File: config.mk
export PLATFORM = sky130hd
export DESIGN_NAME = inst_prefetch_queue
export DESIGN_NICKNAME = d
export VERILOG_FILES = /design/src/rtl/pfq_pkg.sv /design/src/rtl/pfq_fifo.sv /design/src/rtl/inst_prefetch_queue.sv
export SDC_FILE = /design/constraint.sdc
export NUM_CORES = 1
export LEC_CHECK = 0
export ABC_CLOCK_PERIOD_IN_PS = 3700
export BUFFER_PORTS_ARGS = -buffer_cell sky130_fd_sc_hd__buf_2
export CAP_MARGIN = 20
export CORE_MARGIN = 2
export CORE_UTILIZATION = 40
export CTS_CLUSTER_DIAMETER = 30
export DETAILED_ROUTE_END_ITERATION = 6
export SETUP_SLACK_MARGIN = 0.15
export SLEW_MARGIN = 20
export SYNTH_ARGS = -nofsm -noshare
export SYNTH_HDL_FRONTEND = slang
export SYNTH_SLANG_ARGS = --single-unit
File: constraint.sdc
create_clock -name clk -period 3.7 [get_ports clk]
set_input_delay 0 -clock clk [delete_from_list [all_inputs] [get_ports clk]]
set_output_delay 0 -clock clk [all_outputs]
set_load 0.05 [all_outputs]
File: src/rtl/pfq_pkg.sv
// Shared types and constants for the instruction prefetch queue.
package pfq_pkg;

  typedef struct packed {
    logic [31:0] pc;
    logic [31:0] inst;
  } pfq_entry_t;

  localparam logic [31:0] PFQ_PC_STEP = 32'd4;

  // Occupancy counter width: must represent 0..depth inclusive.
  function automatic int unsigned pfq_cnt_w(input int unsigned depth);
    return $clog2(depth) + 1;
  endfunction

endpackage

File: src/rtl/pfq_fifo.sv
// Circular buffer of {pc, inst} entries with occupancy count and synchronous flush.
module pfq_fifo
  import pfq_pkg::*;
#(
  parameter int unsigned DEPTH = 4
) (
  input  logic                          clk,
  input  logic                          rst_n,
  input  logic                          i_flush,
  input  logic                          i_push,
  input  pfq_entry_t                    i_wdata,
  input  logic                          i_pop,
  output pfq_entry_t                    o_rdata,
  output logic                          o_valid,
  output logic [pfq_cnt_w(DEPTH)-1:0]   o_count
);

  localparam int unsigned   PW      = $clog2(DEPTH);
  localparam int unsigned   CW      = pfq_cnt_w(DEPTH);
  localparam logic [CW-1:0] DEPTH_C = CW'(DEPTH);

  pfq_entry_t    r_mem [DEPTH];
  logic [PW-1:0] r_wr_ptr;
  logic [PW-1:0] r_rd_ptr;
  logic [CW-1:0] r_count;
  logic          w_push;
  logic          w_pop;
  logic          w_empty;

  assign w_empty = (r_count == '0);
  assign w_pop   = i_pop && !w_empty;
  assign w_push  = i_push && (w_pop || (r_count != DEPTH_C));

  always_ff @(posedge clk or negedge rst_n) begin
    if (!rst_n) begin
      r_wr_ptr <= '0;
      r_rd_ptr <= '0;
      r_count  <= '0;
    end else if (i_flush) begin
      r_wr_ptr <= '0;
      r_rd_ptr <= '0;
      r_count  <= '0;
    end else begin
      if (w_push) r_wr_ptr <= r_wr_ptr + 1'b1;
      if (w_pop)  r_rd_ptr <= r_rd_ptr + 1'b1;
      case ({w_push, w_pop})
        2'b10:   r_count <= r_count + 1'b1;
        2'b01:   r_count <= r_count - 1'b1;
        default: r_count <= r_count;
      endcase
    end
  end

  // Payload storage carries no reset; emptiness masks its contents.
  always_ff @(posedge clk) begin
    if (w_push && !i_flush) r_mem[r_wr_ptr] <= i_wdata;
  end

  assign o_valid = !w_empty;
  assign o_rdata = w_empty ? '0 : r_mem[r_rd_ptr];
  assign o_count = r_count;

endmodule

File: src/rtl/inst_prefetch_queue.sv
// Instruction prefetch queue: sequential ROM fetch, one-cycle latency absorption, redirect flush.
// Optional starvation counter enabled by defining PFQ_PERF_CNT_EN.
module inst_prefetch_queue
  import pfq_pkg::*;
#(
  parameter int unsigned DEPTH    = 4,
  parameter logic [31:0] RESET_PC = 32'h0000_0000,
  parameter int unsigned ADDR_W   = 8
) (
  input  logic                          clk,
  input  logic                          resetn,
  input  logic                          redirect_valid,
  input  logic [31:0]                   redirect_pc,
  output logic [ADDR_W-1:0]             rom_addr,
  output logic                          rom_en,
  input  logic [31:0]                   rom_rdata,
  output logic                          out_valid,
  output logic [31:0]                   out_pc,
  output logic [31:0]                   out_inst,
  input  logic                          out_ready,
  output logic [pfq_cnt_w(DEPTH)-1:0]   count,
  output logic [31:0]                   stall_cnt
);

  localparam int unsigned   CW      = pfq_cnt_w(DEPTH);
  localparam logic [CW-1:0] DEPTH_C = CW'(DEPTH);

  logic [31:0]   r_fetch_pc;
  logic          r_inflight;
  logic [31:0]   r_inflight_pc;
  logic [31:0]   w_issue_pc;
  logic [CW-1:0] w_occ;
  logic          w_issue;
  logic          w_push;
  logic          w_pop;
  pfq_entry_t    w_wdata;
  pfq_entry_t    w_head;

  assign w_issue_pc = redirect_valid ? (redirect_pc & ~32'd3) : r_fetch_pc;

  // Credit excludes a same-cycle pop so the outstanding response always has a slot.
  assign w_occ   = count + CW'(r_inflight);
  assign w_issue = redirect_valid || (w_occ < DEPTH_C);

  assign rom_en   = resetn && w_issue;
  assign rom_addr = w_issue_pc[ADDR_W+1:2];

  always_ff @(posedge clk or negedge resetn) begin
    if (!resetn) begin
      r_fetch_pc    <= RESET_PC;
      r_inflight    <= 1'b0;
      r_inflight_pc <= '0;
    end else begin
      r_inflight <= w_issue;
      if (w_issue) begin
        r_fetch_pc    <= w_issue_pc + PFQ_PC_STEP;
        r_inflight_pc <= w_issue_pc;
      end
    end
  end

  // A response arriving alongside a redirect belongs to the old stream.
  assign w_push       = r_inflight && !redirect_valid;
  assign w_pop        = out_valid && out_ready && !redirect_valid;
  assign w_wdata.pc   = r_inflight_pc;
  assign w_wdata.inst = rom_rdata;

  pfq_fifo #(
    .DEPTH (DEPTH)
  ) u_fifo (
    .clk     (clk),
    .rst_n   (resetn),
    .i_flush (redirect_valid),
    .i_push  (w_push),
    .i_wdata (w_wdata),
    .i_pop   (w_pop),
    .o_rdata (w_head),
    .o_valid (out_valid),
    .o_count (count)
  );

  assign out_pc   = w_head.pc;
  assign out_inst = w_head.inst;

`ifdef PFQ_PERF_CNT_EN
  logic [31:0] r_stall_cnt;

  always_ff @(posedge clk or negedge resetn) begin
    if (!resetn) begin
      r_stall_cnt <= '0;
    end else if (out_ready && !out_valid && (r_stall_cnt != '1)) begin
      r_stall_cnt <= r_stall_cnt + 32'd1;
    end
  end

  assign stall_cnt = r_stall_cnt;
`else
  assign stall_cnt = '0;
`endif

endmodule

==> results by group <==
Status
  – Outcome: complete, no violations

Critical path
  – Worst-path maximum fanout: 30
  – Crit Path Class: flip-flop to primary output
  – Crit path capture type: primary output
  – Worst EP required: about 3700 ps
  – CP startpoint kind: flip-flop
  – Crit path arrival time: ~2700 ps

Logic synthesis
  – Post-synth top area cell: edfxtp_1
  – Largest family of logic cells by synthesized area: multiplexers
  – Sequential share of the synthesized area: around two thirds
  – Post-synth EDFFs: about 250
  – Post-synthesis compound-gate area fraction: under 10%
  – Synth cell types: 63
  – Syn Inst Count: approximately 860
  – Syn avg cell area: 16.00 um^2
  – Simple-Gate Fraction of Synth Area: under 10%
  – Area fraction of the dominant cell type after synthesis: 53.88%
  – Ys async rst share: a little over a fifth
  – Synthesized area: between 10000 and 15000 um^2
  – #FFs+latches synth: 316
  – Post-synth top cells: edfxtp_1, and2_1, dfrtp_1
  – Synth Area in Adders: 0.5974%
  – Post-synth top flop: edfxtp_1
  – Post-synthesis xor/xnor area fraction: around 3.0%
  – Area contributors post-synth: edfxtp_1, dfrtp_1, mux4_2, and2_1, mux2i_1
  – Count leader, synth: edfxtp_1
  – Mux cell area share after synthesis: approximately an eighth
  – Yosys Warn Count: 0

Clock tree
  – CTS tree: built
  – Postcts setup bufs: 0
  – Root Buffer: clkbuf_16
  – Sinks on Clock Net: 316
  – Clock tree buffer depth: 3
  – Num CTS Buffers: 72
  – Insertion delay to the later sink of the worst-skew pair: 550 ps
  – Reg clk slew, reported paths: roughly 50 ps
  – H-tree Lvls: 3

STA
  – Fmax: 370.3 MHz
  – Setup TNS: 0 ps
  – Worst-margin pin slew: just under 700 ps
  – Final hold slack: 90.72 ps
  – Post-layout minimum cycle time: roughly 2700 ps
  – Final setup viols: 0
  – Slew HR: 54.95%
  – Final hold viol count: 0
  – Skew final: 10.51 ps
  – RSZ-0062 raised after global routing: false
  – Final-report max-slew violation count: 0
  – Final WS setup: between 900 and 1000 ps
  – Tcrit/Tclk final: about 73%

Die
  – Die Wd: 189.9 um
  – Io pins: about 180
  – CORE AREA: approximately 34000 um^2
  – Std-Cell Rows: a little under 70
  – Die H: roughly 190 um
  – Die ar.: around 36000 um^2
  – Initial Util: 40.31%

Placement
  – Post-DP HPWL: about 18 mm
  – Gpl congestion: about 0.80
  – Placement Cell Area: about 15000 um^2
  – I/O Buffers: 140
  – Placed insts: around 1.4k
  – Pre-CTS setup slack: between 1000 and 1500 ps

Routing
  – DRT antenna net count: 0
  – WL per Instance: approximately 18 um
  – Pre-Repair DR Iteration Count: 4
  – DR vias: 8010
  – Vias per inst: ~5
  – Routed WL: about 30 mm
  – Post-route DRC: 0
  – First-iteration detailed-routing DRC count: between 300 and 400

Pwr
  – Pleak: between 6 and 7 nW
  – Worst VDD drop: between 300 and 400 uV
  – Pwr Density: approximately 700 nW/um^2

Cells and area
  – Area grow syn2layout: 31.07%
  – Share of cells above drive strength 1: 32.60%
  – Area occupied by multi-input gates: roughly 4200 um^2
  – Final instance area: between 15000 and 20000 um^2
  – Post-Layout Cell Count: approximately 1.6k
  – # fillers: about 2.9k
  – Final net count: roughly 1.2k
  – Sequential cell area: around 9200 um^2

Global route
  – GRT overflow: 0
  – Tot GR Track Use: 17.00%
  – Antenna violations before repair: 1
  – Vias in the first global route: 8471
  – Largest net degree at the start of global routing: 65
  – First-pass GRT wire length: around 47 mm

Worst hold path
  – Hold Crit Class: input port to async pin

Flow run
  – Max cap viols: 0
critical path: stages (launching register included):
cell and delay (ps):
dfrtp_4 840, buf_4 380, mux4_2 540, and2_1 170
buf_2 200
metal layers:
metal | vias to the layer above | wire (um) | GRT usage, % | share of wire (%)
met2 | 214 | 14140 | 27.37 | 47
li1 | 3755 | - | - | -
met5 | - | 0 | 0 | 0
met3 | 60 | 1547 | 4.114 | 5.2
met1 | 3981 | 13550 | 22.50 | 45
met4 | 0 | 669 | 6.321 | 2.2
stage by stage:
step	utilization, %	total power (W)
final	52.84	0.01273
after global routing	52.83	0.01327
after CTS	52.84	0.01292
after detailed placement	43.80	0.006745
after global placement	43.80	0.006707
after floorplan	-	0.006152
report_power, final:
| part | internal [W] | switching (W) | leakage (nW) |
|---|---|---|---|
| Clock | 0.00406 | 0.00197 | 1.11 |
| Combinational | 0.000718 | 0.00141 | 2.60 |
| Sequential | 0.00435 | 0.000224 | 3.09 |
area by class of cell:
class	count	share of cell area, %
clock inverters	48	2.728
clock buffers	81	10.30
repair buffers	246	9.600
flip-flops and latches	316	50.53
multi-input cells	483	23.41
inverters	13	0.2694
well taps	455	3.142
diodes	1	0.01381
repair_timing:
item	in CTS	in global routing
endpoints found under the hold margin	229	0
resized for setup	0	0
hold buffers	74	0
registers in the layout, summed over array words and instances (netlist names):
name	count
u_fifo.r_mem	248
r_fetch_pc	30
r_inflight_pc	30
u_fifo.o_count	3
u_fifo.r_rd_ptr	2
u_fifo.r_wr_ptr	2
r_inflight	1
final timing paths:
check / startpoint / end / slack (ps) / cells past startpoint
setup / recovery: u_fifo.r_rd_ptr[0] / out_inst[10] / 1000 / 4
min in group clk: rom_rdata[11] / u_fifo.r_mem[0][11] / 200 / 2
max in group asynchronous: resetn / r_inflight_pc[16] / 3120 / 3
setup reg to reg: u_fifo.o_count[2] / u_fifo.o_count[2] / 1370 / 7
hold reg to reg: r_fetch_pc[5] / r_fetch_pc[5] / 520 / 2
hold / removal: resetn / r_inflight_pc[22] / 90 / 3
logic make-up (layout without fill, tap and decap cells):
kind of cell,after synthesis,count (layout)
muxes,104,104
AOI/OAI and AO/OA,70,70
buffers and inverters,98,388
and+or+nand+nor,222,222
xor gates and xnor gates,47,47
DFF,316,316
adders and majority gates,6,6
other,1,35
cells in the final DEF, fill, tap and decap left out, types with 11 or more instances in the layout:
cell	Yosys	layout
buf_4	43	27
xor2_1	15	15
clkbuf_16	0	73
nor3_1	15	15
xnor2_1	32	31
clkinvlp_4	0	14
a21oi_1	17	17
mux2i_1	38	38
o21ai_0	26	26
nand2_1	55	55
dlygate4sd3_1	0	73
nand3_1	11	11
dfrtp_1	68	66
buf_2	14	141
and2_1	70	66
inv_1	12	12
edfxtp_1	248	248
mux4_2	62	62
conb_1	1	34
nor2_1	30	30
No activity file was read; power rests on OpenSTA's default activity.
